### config.mk
export PLATFORM = sky130hd
export DESIGN_NAME = phase_sequencer
export DESIGN_NICKNAME = d
export VERILOG_FILES = /design/src/rtl/phase_sequencer.sv
export SDC_FILE = /design/constraint.sdc
export NUM_CORES = 1
export LEC_CHECK = 0
export CORE_ASPECT_RATIO = 0.8
export CORE_MARGIN = 4
export CORE_UTILIZATION = 42
export CTS_CLUSTER_SIZE = 8
export DETAILED_ROUTE_END_ITERATION = 6
export MAX_ROUTING_LAYER = met4
export PLACE_DENSITY_LB_ADDON = 0.05
export SETUP_SLACK_MARGIN = 0.05
export SLEW_MARGIN = 20
export SYNTH_ARGS = -nofsm -noshare
export SYNTH_HDL_FRONTEND = slang
export SYNTH_SLANG_ARGS = --single-unit
### constraint.sdc
create_clock -name clk -period 1.8 [get_ports clk]
set_clock_uncertainty 0.2 [all_clocks]
set_input_delay 0.36 -clock clk [delete_from_list [all_inputs] [get_ports clk]]
set_output_delay 0.36 -clock clk [all_outputs]
set_load 0.02 [all_outputs]
### src/rtl/phase_sequencer.sv
// rtl/phase_sequencer.sv - one-hot execution phase sequencer with step, halt and retire counting
module phase_sequencer #(
    parameter int NPHASE = 5,
    parameter int CNT_W  = 16
) (
    input  logic              clk,
    input  logic              rst,
    input  logic              start,
    input  logic              stall,
    input  logic              early_done,
    input  logic              hlt_req,
    input  logic              step_mode,
    input  logic              step_req,
    output logic [NPHASE-1:0] phase,
    output logic              running,
    output logic              halted,
    output logic              retire,
    output logic [CNT_W-1:0]  instr_cnt
);

    typedef enum logic [1:0] {
        S_IDLE      = 2'd0,
        S_RUN       = 2'd1,
        S_STEP_WAIT = 2'd2,
        S_HALT      = 2'd3
    } state_t;

    localparam logic [NPHASE-1:0] PH_FIRST = NPHASE'(1);
    localparam logic [NPHASE-1:0] PH_NONE  = '0;

    state_t            state, state_nxt;
    logic [NPHASE-1:0] phase_nxt;

    // Stall dominates; early_done only counts once past the first phase.
    assign retire  = (state == S_RUN) && !stall &&
                     (phase[NPHASE-1] || (early_done && !phase[0]));
    assign running = (state == S_RUN);
    assign halted  = (state == S_HALT);

    always_ff @(posedge clk or negedge rst) begin
        if (!rst) begin
            state     <= S_IDLE;
            phase     <= PH_NONE;
            instr_cnt <= '0;
        end else begin
            state <= state_nxt;
            phase <= phase_nxt;
            if (retire) begin
                instr_cnt <= instr_cnt + CNT_W'(1);
            end
        end
    end

    always_comb begin
        state_nxt = state;
        phase_nxt = phase;
        case (state)
            S_IDLE, S_HALT: begin
                if (start) begin
                    state_nxt = S_RUN;
                    phase_nxt = PH_FIRST;
                end
            end
            S_RUN: begin
                if (retire) begin
                    if (hlt_req) begin
                        state_nxt = S_HALT;
                        phase_nxt = PH_NONE;
                    end else if (step_mode) begin
                        state_nxt = S_STEP_WAIT;
                        phase_nxt = PH_NONE;
                    end else begin
                        phase_nxt = PH_FIRST;
                    end
                end else if (!stall) begin
                    phase_nxt = phase << 1;
                end
            end
            S_STEP_WAIT: begin
                if (step_req || !step_mode) begin
                    state_nxt = S_RUN;
                    phase_nxt = PH_FIRST;
                end
            end
            default: begin
                state_nxt = S_IDLE;
                phase_nxt = PH_NONE;
            end
        endcase
    end

endmodule
# ---- Word level (Yosys, flattened, before mapping)
# Index checks and enable logic that the tools add are counted.
dict set report word_totals {
  out_inout_bits 24
  register_bits 23
  elab_cells 37
  inputBits 8
}
dict set report op_classes {
  muxes 13
  eq_ne 8
  n_addsub 1
  n_reduce_logical 12
}
# op count
set ops {}
lappend ops {{5-bit two-way mux} 4}
lappend ops {{16-bit by 1-bit adder with 16-bit output (second input constant)} 1}
lappend ops {{5-bit one-hot mux with 3 select lines} 1}
lappend ops {{2-bit two-way mux} 5}
lappend ops {{2-bit one-hot mux with 3 select lines} 1}
lappend ops {{2-bit equality test (second input constant)} 2}
lappend ops {{2-bit != test (second input constant)} 2}
lappend ops {{4-bit AND reduction} 1}
lappend ops {{1-bit logical AND} 3}
lappend ops {{1-bit zero test} 3}
lappend ops {{3-bit by 2-bit != test with 1-bit output (second input constant)} 1}
lappend ops {{3-bit != test (second input constant)} 1}
lappend ops {{3-bit AND reduction} 1}
lappend ops {{2-bit by 1-bit equality test with 1-bit output (second input constant)} 1}
lappend ops {{2-bit zero test} 1}
lappend ops {{1-bit logical OR} 2}
lappend ops {{1-bit two-way mux} 2}
lappend ops {{2-bit by 1-bit != test with 1-bit output (second input constant)} 1}
lappend ops {{2-bit OR reduction} 1}

# ---- Logic depth before layout (Yosys ltp)
# Gate-level depths: netlist (run 1).
dict set report logic_depth {
  word_depth 6
  mapped_depth 8
  depth_no_buf 7
}

# ---- Worst setup path before layout (run 1)
# Ideal clock, no wire load.
dict set report synth_timing {
  path_kind {register -> register}
  from {reg state[1]}
  to {reg instr_cnt[4]}
  path_buffers 1
  required_time_ns 1.468
  t_arrival_ns 1.565
  path_stages_with_launch 9
  setup_time_ns 0.132
  setup_slack_ns -0.097
  synth_period_minus_slack_ns 1.897
  path_cell_list {dfrtp_1 inv_1 ha_1 buf_4 and2b_4 o21ai_4 inv_4 nand4_1 xnor2_1}
}
dict set report synth_between {
  elab_chain_cells 3
}
# element line_no
set synth_rtl {}
lappend synth_rtl {{from (decl)} 31} ;# state_t state, state_nxt;
lappend synth_rtl {{from (signal assigned)} 46} ;# state <= state_nxt;
lappend synth_rtl {{2-bit by 1-bit equality test with 1-bit output} --}
lappend synth_rtl {{named net running} 15} ;# output logic running,
lappend synth_rtl {{1-bit logical AND (2 in a row)} 35} ;# assign retire = (state == S_RUN) && !stall &&
lappend synth_rtl {{named net retire} 17} ;# output logic retire,
lappend synth_rtl {{to (signal assigned)} 49} ;# instr_cnt <= instr_cnt + CNT_W'(1);
lappend synth_rtl {{to (decl)} 18} ;# output logic [CNT_W-1:0] instr_cnt
# The timed path passes the listed nets, and every way through them passes these cells.
# A chain may end at the register's enable or synchronous reset.

# ---- Worst setup path after layout (run 1)
dict set report layout_timing {
  from {reg state[0]}
  to {out retire}
}
dict set report layout_between {
  elab_chain_cells 3
}
# element line_no
set layout_rtl {}
lappend layout_rtl {{2-bit by 1-bit equality test with 1-bit output} 35}
lappend layout_rtl {{1-bit logical AND (2 in a row)} 35}
lappend layout_rtl {{to (decl)} 17}
# Every way passes these cells.

==> results.sh, run 1 <==
export IMPL_grt_start_max_net_pins=24
export IMPL_synth_enable_flop_cells=0
export IMPL_power_density_relative_to_cell_area_nw_per_um2=1190
export IMPL_post_synth_inst_count=108
export IMPL_cp_class="flip-flop to primary output"
export IMPL_cap_violations=0
export IMPL_flop_to_flop_setup_slack_ps=-50
export IMPL_initial_antenna_violation_count=0
export IMPL_antenna_diode_count=0
export IMPL_drv_slew=0
export IMPL_number_of_global_route_vias_before_repair=979
export IMPL_clock_sinks=23
export IMPL_ys_seq_area_frac=0.497
export IMPL_grt_remaining_overflow=0
export IMPL_fp_coreArea_um2=2540
export IMPL_cts_buffer_depth=2
export IMPL_wl_per_cell_um=13.9
export IMPL_placement_setup_worst_slack_ps=-524
export IMPL_clock_tree_from_tritoncts="done"
export IMPL_crit_path_largest_cell_delay_ps=430
export IMPL_placedCellCount=189
export IMPL_cts_htree_levels=1
export IMPL_run_status="finished, violations left"
export IMPL_violated_checks="setup timing"
export IMPL_synth_async_reset_ratio=1.00
export IMPL_boundaryPins=32
export IMPL_final_min_clock_period_ps=1880
export IMPL_drc_errors=0
export IMPL_drt_vias_per_instance=4.91
export IMPL_crit_path_start_kind="flip-flop"
export IMPL_min_path_type="input port to asynchronous set/reset pin"
export IMPL_overall_die_height_um=55.0
export IMPL_initial_core_util=0.455
export IMPL_regToRegStartpoint="state[0]$_DFFE_PN0P_"
export IMPL_yosys_warnings=0
export IMPL_grt_first_pass_wirelength_mm=4.56
export IMPL_nNetsFinal=173
export IMPL_cts_reportedPaths_clkPinSlew_ps=130
export IMPL_cp_data_arrival_time_ps=1320
export IMPL_synthesis_area_per_instance_um2=10.7
export IMPL_crit_required_ps=1240
export IMPL_drt_wl_total_mm=2.72
export IMPL_post_route_period_util=1.05
export IMPL_dp_hpwl_mm=1.98
export IMPL_place_gp_congestion=0.784
export IMPL_buffer_ports_inserted=31
export IMPL_dieWidth_um=66.7
export IMPL_area_growth_pct=52.0
export IMPL_rsz_0062_raised_after_global_routing="yes"
export IMPL_crit_path_max_fanout=2
export IMPL_final_critical_path_setup_slack_ps=-82.7
export IMPL_drt_initial_drc_count=43
export IMPL_mappedNetlistNets=120
export IMPL_nFillCells=222
export IMPL_cts_root_buffer_cell="sky130_fd_sc_hd__clkbuf_4"
export IMPL_vdd_ir_drop_max_mv=0.860
export IMPL_timing_reg2reg_worst_path_depth=8
export IMPL_ys_ff_latch=23
export IMPL_drive_gt1_frac=0.350
export IMPL_achievable_frequency_ghz=0.531
export IMPL_timing_worst_slew_pin_value_ps=321
export IMPL_dr_pass1_iters=4
export IMPL_final_cell_count_without_fillers=196
export IMPL_vias_post_dr=962
export IMPL_die_area_um2=3660
export IMPL_fin_tns_setup_ps=-256
export IMPL_synth_area_um2=1160
export IMPL_critical_path_reg2reg_endpoint="phase[1]$_DFFE_PN0P_"
export IMPL_static_leakage_power_nw=0.871
export IMPL_setup_viol=5
export IMPL_numCtsBuffers=3
export IMPL_synthDistinctLibCells=30
export IMPL_final_hold_violation_count=0
export IMPL_insertion_delay_ps=320
export IMPL_critical_path_cell_chain="ha_4 -> and2b_4 -> o21ai_4 -> inv_4 -> buf_6"
export IMPL_global_route_usage_total=0.172
export IMPL_cts_hold_buffers=0
export IMPL_postSynth_topFlopCell="sky130_fd_sc_hd__dfrtp_1"
export IMPL_timing_critical_path_slowest_stage_cell="sky130_fd_sc_hd__dfrtp_1"
export IMPL_ant_nets=0
export IMPL_fp_row_count=16
export IMPL_end_kind="primary output"
export IMPL_relSlewSlack=0.786
==> synthesized netlist by cell type (all sizes together), types with 2 or more instances <==
cell	instances	area, µm²
xor2	8	70.1
o21ai	4	31.3
xnor2	7	61.3
nand4	2	12.5
ha	4	50.1
nor2	9	33.8
nand3	7	40.0
nand3b	2	15.0
nand2	13	48.8
and4	3	28.8
a211oi	3	27.5
o2111ai	2	30.0
buf	2	12.5
inv	8	32.5
nor3	3	20.0
dfrtp	23	576
and3	2	12.5
==> per-stage QoR <==
| stage | total power [mW] | utilization | area (µm²) | hold slack (ps) |
|---|---|---|---|---|
| after CTS | 1.99 | 0.667 | 1700 | 167 |
| after global placement | 1.68 | 0.642 | 1630 | 255 |
| after floorplan | 1.25 | - | 1170 | -136 |
| after detailed placement | 1.70 | 0.642 | 1630 | 257 |
| final | 2.09 | 0.692 | 1760 | 165 |
| after global routing | 2.24 | 0.692 | 1760 | 176 |
==> cells by family after synthesis <==
family          Yosys count  synth area share
compound gates           12             0.103
xor+xnor                 15             0.114
fa+ha+maj                 4            0.0432
buf+inv                  10            0.0389
flops                    23             0.497
simple gates             44             0.204
==> area by class of cell <==
| class | count | area [µm²] | area share |
|---|---|---|---|
| Clock inverter | 1 | 5.00 | 0.00284 |
| Inverter | 8 | 32.5 | 0.0185 |
| Multi-Input combinational cell | 75 | 639 | 0.363 |
| Tap cell | 36 | 45.0 | 0.0256 |
| Timing Repair Buffer | 50 | 439 | 0.250 |
| Sequential cell | 23 | 576 | 0.327 |
| Clock buffer | 3 | 22.5 | 0.0128 |
==> report_power, final <==
part	internal, mW	leakage (nW)	switching [mW]
clock network	0.0834	0.0177	0.164
registers	0.621	0.302	0.109
logic	0.521	0.551	0.586
total	1.23	0.871	0.860
==> repair_timing <==
item / CTS / global route
setup buffers: 1 / 2
setup endpoints to repair: 31 / 22
pin swaps: 5 / 6
gates resized for setup: 51 / 16
==> worst max-delay path by stage <==
stage,from,endpoint,cells after the start
5_1_grt,state[0]$_DFFE_PN0P_,retire,5
2_1_floorplan,state[1]$_DFFE_PN0P_,instr_cnt[4]$_DFFE_PN0P_,8
4_1_cts,state[1]$_DFFE_PN0P_,retire,6
3_3_place_gp,early_done,retire,5
3_5_place_dp,stall,retire,5
6_report,state[0]$_DFFE_PN0P_,retire,5
==> placed cells by master (no fill, tap or decap), drive strengths merged, types with 5 or more instances in the layout <==
master         netlist  layout
inv                  8       8
buf                  2      22
nand3                7       7
nor2                 9       9
clkbuf               0       5
xnor2                7       7
clkdlybuf4s50        0       7
xor2                 8       8
nand2               13      13
dlygate4sd2          0      18
dfrtp               23      23
==> state kept, by name (all words and copies together), names as in the netlist <==
| signal | flops |
|---|---|
| instr_cnt | 16 |
| phase | 5 |
| state | 2 |
==> worst max-delay path: cells and delay by family (launching register included) <==
| family | cells | cell delay, ps |
|---|---|---|
| DFF | 1 | 430 |
| adders and majority gates | 1 | 170 |
| and+or+nand+nor | 1 | 170 |
| buffers and inverters | 2 | 160 |
| AOI/OAI and AO/OA | 1 | 70 |
==> metal layers <==
metal | up-vias | GRT usage | wire length, µm
met5 | - | - | 0
met2 | 32 | 0.263 | 1230
li1 | 471 | - | -
met1 | 454 | 0.223 | 1290
met3 | 5 | 0.0505 | 171
met4 | 0 | 0.0541 | 34
No activity file was read; power rests on OpenSTA's default activity.
==> run 2, diff against run 1 <==
CAP_MARGIN = 15   (was unset)
==> results of run 2 <==
Final layout, timing and power as in run 1 (identical DEF).
